--- config.mk ---
export PLATFORM = sky130hd
export DESIGN_NAME = seq_det_param
export DESIGN_NICKNAME = d
export VERILOG_FILES = /design/src/rtl/seq_det_param.sv
export SDC_FILE = /design/constraint.sdc
export NUM_CORES = 1
export LEC_CHECK = 0
export ABC_AREA = 1
export CORE_ASPECT_RATIO = 0.8
export CORE_UTILIZATION = 39
export CTS_CLUSTER_DIAMETER = 60
export CTS_CLUSTER_SIZE = 12
export DETAILED_ROUTE_END_ITERATION = 8
export GPL_TIMING_DRIVEN = 0
export PLACE_DENSITY_LB_ADDON = 0.15
export REMOVE_ABC_BUFFERS = 1
export SLEW_MARGIN = 5
export SYNTH_ARGS = -nofsm -noshare
export SYNTH_HDL_FRONTEND = slang
export SYNTH_SLANG_ARGS = --single-unit
--- constraint.sdc ---
create_clock -name clock -period 3.8 [get_ports clock]
set_input_delay 1.14 -clock clock [delete_from_list [all_inputs] [get_ports clock]]
set_output_delay 1.14 -clock clock [all_outputs]
set_load 0.05 [all_outputs]
--- src/rtl/seq_det_param.sv ---
// Runtime-programmable serial pattern detector with valid qualification,
// saturating match counter and registered match pulse.
// Optional feature: define SEQ_DET_STICKY_EN to add sticky_clr / match_sticky.
module seq_det_param #(
  parameter int MAX_LEN = 8,
  parameter int CNT_W   = 8,
  parameter int LEN_W   = $clog2(MAX_LEN + 1)
) (
  input  logic               clock,
  input  logic               reset,
  input  logic               cfg_load,
  input  logic [MAX_LEN-1:0] cfg_pattern,
  input  logic [LEN_W-1:0]   cfg_len,
  input  logic               cfg_overlap,
  input  logic               in_valid,
  input  logic               sequence_in,
  input  logic               count_clr,
`ifdef SEQ_DET_STICKY_EN
  input  logic               sticky_clr,
  output logic               match_sticky,
`endif
  output logic               detector_out,
  output logic [CNT_W-1:0]   match_count,
  output logic               armed
);

  typedef enum logic [1:0] {
    ST_DISABLED = 2'd0,
    ST_FILL     = 2'd1,
    ST_ARMED    = 2'd2
  } state_t;

  state_t             state_q;
  logic [MAX_LEN-1:0] pattern_q;
  logic [LEN_W-1:0]   len_q;
  logic               overlap_q;
  logic [MAX_LEN-1:0] hist_q;
  logic [LEN_W-1:0]   fill_q;
  logic               det_q;
  logic [CNT_W-1:0]   cnt_q;
  logic               armed_q;

  logic [LEN_W-1:0]   len_clamped;
  logic [MAX_LEN-1:0] hist_d;
  logic [LEN_W-1:0]   fill_d;
  logic [MAX_LEN-1:0] len_mask;
  logic               window_hit;
  logic               bit_accept;
  logic               match;
  logic [CNT_W-1:0]   cnt_inc;

  always_comb begin
    len_clamped = (cfg_len > LEN_W'(MAX_LEN)) ? LEN_W'(MAX_LEN) : cfg_len;
    hist_d      = {hist_q[MAX_LEN-2:0], sequence_in};
    fill_d      = (fill_q >= len_q) ? len_q : fill_q + LEN_W'(1);
    len_mask    = '0;
    for (int i = 0; i < MAX_LEN; i++) begin
      len_mask[i] = (i < int'(len_q));
    end
    // Only the low len bits of the window take part in the compare.
    window_hit  = ((hist_d ^ pattern_q) & len_mask) == '0;
    bit_accept  = in_valid && (state_q != ST_DISABLED);
    match       = bit_accept && (fill_d == len_q) && window_hit;
    cnt_inc     = (cnt_q == {CNT_W{1'b1}}) ? cnt_q : cnt_q + CNT_W'(1);
  end

  always_ff @(posedge clock or posedge reset) begin
    if (reset) begin
      state_q   <= ST_DISABLED;
      pattern_q <= '0;
      len_q     <= '0;
      overlap_q <= 1'b0;
      hist_q    <= '0;
      fill_q    <= '0;
      det_q     <= 1'b0;
      cnt_q     <= '0;
      armed_q   <= 1'b0;
    end else if (cfg_load) begin
      pattern_q <= cfg_pattern;
      len_q     <= len_clamped;
      overlap_q <= cfg_overlap;
      hist_q    <= '0;
      fill_q    <= '0;
      det_q     <= 1'b0;
      cnt_q     <= '0;
      armed_q   <= 1'b0;
      state_q   <= (len_clamped == '0) ? ST_DISABLED : ST_FILL;
    end else begin
      det_q <= match;

      if (count_clr) begin
        cnt_q <= match ? CNT_W'(1) : '0;
      end else if (match) begin
        cnt_q <= cnt_inc;
      end

      case (state_q)
        ST_DISABLED: begin
          armed_q <= 1'b0;
        end
        ST_FILL, ST_ARMED: begin
          if (bit_accept) begin
            hist_q <= hist_d;
            // Non-overlapping mode needs len fresh bits before the next match.
            if (match && !overlap_q) begin
              fill_q  <= '0;
              state_q <= ST_FILL;
              armed_q <= 1'b0;
            end else begin
              fill_q <= fill_d;
              if (fill_d == len_q) begin
                state_q <= ST_ARMED;
                armed_q <= 1'b1;
              end
            end
          end
        end
        default: begin
          state_q <= ST_DISABLED;
          armed_q <= 1'b0;
        end
      endcase
    end
  end

`ifdef SEQ_DET_STICKY_EN
  logic sticky_q;

  // A match in the same cycle as sticky_clr wins.
  always_ff @(posedge clock or posedge reset) begin
    if (reset) begin
      sticky_q <= 1'b0;
    end else if (cfg_load) begin
      sticky_q <= 1'b0;
    end else if (match) begin
      sticky_q <= 1'b1;
    end else if (sticky_clr) begin
      sticky_q <= 1'b0;
    end
  end

  assign match_sticky = sticky_q;
`endif

  assign detector_out = det_q;
  assign match_count  = cnt_q;
  assign armed        = armed_q;

endmodule

==> results.cfg <==
[status]
status = finished with violations
violations = DRC

[logic_synthesis]
synthSimpleGateAreaFrac = 0.3212
ys_ff_latch = 36
synth-seq-area-share = 0.4243
synth_area_leader_cell = dfrtp_1
synth_fa_ha_area_frac = 0.04125
synth-compound-area-share = 0.09311
synth_top_family_by_area = simple AND/OR/NAND/NOR gates
synth.area.top_cells = dfrtp_1 (42%), nand2_1 (14%), inv_1 (7.1%)
syn-cell-area_um2 = 2123
synth.area.mux_share = 0
synth-xor-area-share = 0.03300
ys_types = 30
synth_top_area_frac = 0.4243
avgSynthCellArea_um2 = 7.556
synthCells = 281
ys_warn_count = 0

[layout]
drive_above_1_share = 0.08013
final_area_um2 = 2551
final_cell_mix = nand2_1 (82), inv_1 (39), dfrtp_1 (36)
fin_nets = 337
instances_no_fill = 374
num_antenna_cells = 0
layout_commonest_cell = nand2_1
syn2layout_area_growth_pct = 20.15

[power]
pwr-share-seq = 0.430
switchingPower_mw = 0.3781
switching_share = 0.3574
peakVddDrop_mv = 0.1860
internal_power_mw = 0.6796
p_clk_frac = 0.270
leakage_nw = 1.241
totalPowerFinal_mw = 1.058
powerDensity_nw_per_um2 = 414.6
combPwrFrac = 0.300

[flow_run]
maxCapViolations = 0

[die]
core_um2 = 5122
fp.dieW_um = 84.50
fp.dieH_um = 68.00
boundaryPins = 29
dieArea_um2 = 5745
core.rowCount = 23
start_util = 0.4145

[setup_path]
path_cells = clkdlybuf4s50_1, inv_1, nand2_1, nor2_1, inv_1, o21ai_0
crit_required_ns = 4.01
cp_common_cell = inv_1
critPathMaxStageDelay_ns = 0.89
critPathMaxFanout = 24
cp-start-kind = primary input
r2r_slack_ns = 1.60
cp.arrival_ns = 3.67
endpoint_kind = flip-flop
criticalPathCategory = primary input to flip-flop
crit_slowest_cell = clkdlybuf4s50_1

[place]
io_buffers = 28
placed_area_um2 = 2457
post-dp-hpwl_mm = 3.476
routabilityCongestion = 0.8553
place_inst = 366

[clock_tree]
cts.clk_slew.worst_paths_ns = 0.08
cts-root-buf = clkbuf_8
cts_tree = yes
clock_sink_count = 36
clk_latency_ns = 0.28
postCtsHoldBufs = 0
cts-buffers-inserted = 5
cts_resized = 0
cts_setup_buffers = 0
clock_path_buffers = 2
h-tree-depth = 2

[detailed_routing]
vias = 1883
avgViaCountPerCell = 5.035
firstDrtPassIters = 6
wl_per_cell_um = 12.82
ant_nets = 0
routed_wl_mm = 4.796
dr.first_iter.drc_count = 101
drc_errors = 2

[global_route]
antenna_found_initial = 0
grt_first_pass_wirelength_mm = 8.397
grt.overflow.total = 0
grt_max_degree = 37
grt_usage = 0.1891
grt_pass1_vias = 1750

[sta]
max_slew.worst_pin.slew_ns = 0.9131
clock.fmax_ghz = 0.2887
slew_viol_final = 0
period_share = 0.9115
finClkSkew_ns = 0.004863
setup_viol = 0
rsz0062_at_grt = false
relSlewSlack = 0.3893
hold_violations = 0
final.setup.tns_ns = 0
period_needed_ns = 3.464

[hold_path]
hold_path.class = flip-flop to flip-flop
-- worst paths after layout --
kind | from | end | depth (start not counted)
setup / recovery | cfg_load | hist_q[6] | 6
hold / removal | armed | armed | 2
setup reg to reg | len_q[3] | fill_q[0] | 7
hold reg to reg | armed | armed | 2
max in group asynchronous | reset | pattern_q[0] | 2
min in group asynchronous | reset | overlap_q | 2
-- final cells by class --
cell class,instances,area [um^2]
clock buffers,7,86.33
flip-flops and latches,36,900.9
fillers,541,2571
repair buffers,28,280.3
inverters,43,161.4
well taps,62,77.57
clock inverters,1,7.507
multi-input cells,197,1037
-- routing by layer --
metal	vias to the layer above	part of all wire	routed length (um)	GRT usage
li1	977	-	-	-
met1	868	0.52	2485	0.2653
met2	34	0.43	2084	0.2957
met3	4	0.040	190	0.03981
met4	0	0.0075	36	0.05720
met5	-	0	0	0
-- power groups by stage --
stage	logic, mW	clock network, mW	registers [mW]
6_report	0.317	0.286	0.455
3_3_place_gp	0.311	0	0.462
3_5_place_dp	0.316	0	0.462
4_1_cts	0.318	0.298	0.455
5_1_grt	0.361	0.316	0.462
2_1_floorplan	0.213	0	0.473
-- critical path, delay by kind of cell --
| family | cells | cell delay (ns) |
|---|---|---|
| buffers and inverters | 3 | 1.81 |
| AO/OA/AOI/OAI | 1 | 0.18 |
| AND/OR/NAND/NOR | 2 | 0.53 |
-- logic make-up (layout without fill, tap and decap cells) --
| kind of cell | after synthesis | count (layout) |
|---|---|---|
| and+or+nand+nor | 150 | 150 |
| buffers and inverters | 48 | 79 |
| DFF | 36 | 36 |
| AOI/OAI and AO/OA | 32 | 32 |
| xor gates and xnor gates | 8 | 8 |
| adders and majority gates | 7 | 7 |
-- metrics by stage --
step	hold WS, ns	setup slack, ns	util
after floorplan	0.4419	1.611	-
after global placement	0.4631	0.05157	0.4797
after detailed placement	0.4651	0.06206	0.4797
after CTS	0.4856	0.3595	0.4980
after global routing	0.4929	0.1027	0.4980
final	0.4774	0.3363	0.4980
-- synth_stat cells --
cell	instances
xor2_1	4
o22ai_1	10
o21ai_0	9
nor4_1	3
dfrtp_1	36
a21oi_1	3
xnor2_1	4
inv_1	40
a31oi_1	1
clkbuf_1	3
o2111ai_1	1
buf_4	1
nor2_2	4
ha_1	7
nand2_1	82
nand2_4	2
nor2_4	2
o211ai_1	4
buf_2	1
o21ai_1	1
inv_2	3
a21oi_2	1
nor3_1	4
nand2_2	3
a21boi_1	1
nand3_2	1
nand4_1	12
o21ai_2	1
nand3_1	18
nor2_1	19
-- state kept, by name, indices dropped and copies added, names as in the netlist --
signal	flops
pattern_q	8
fill_q	4
len_q	4
detector_out	1
match_count	8
armed	1
hist_q	7
overlap_q	1
state_q	2
No activity file was read; power rests on OpenSTA's default activity.
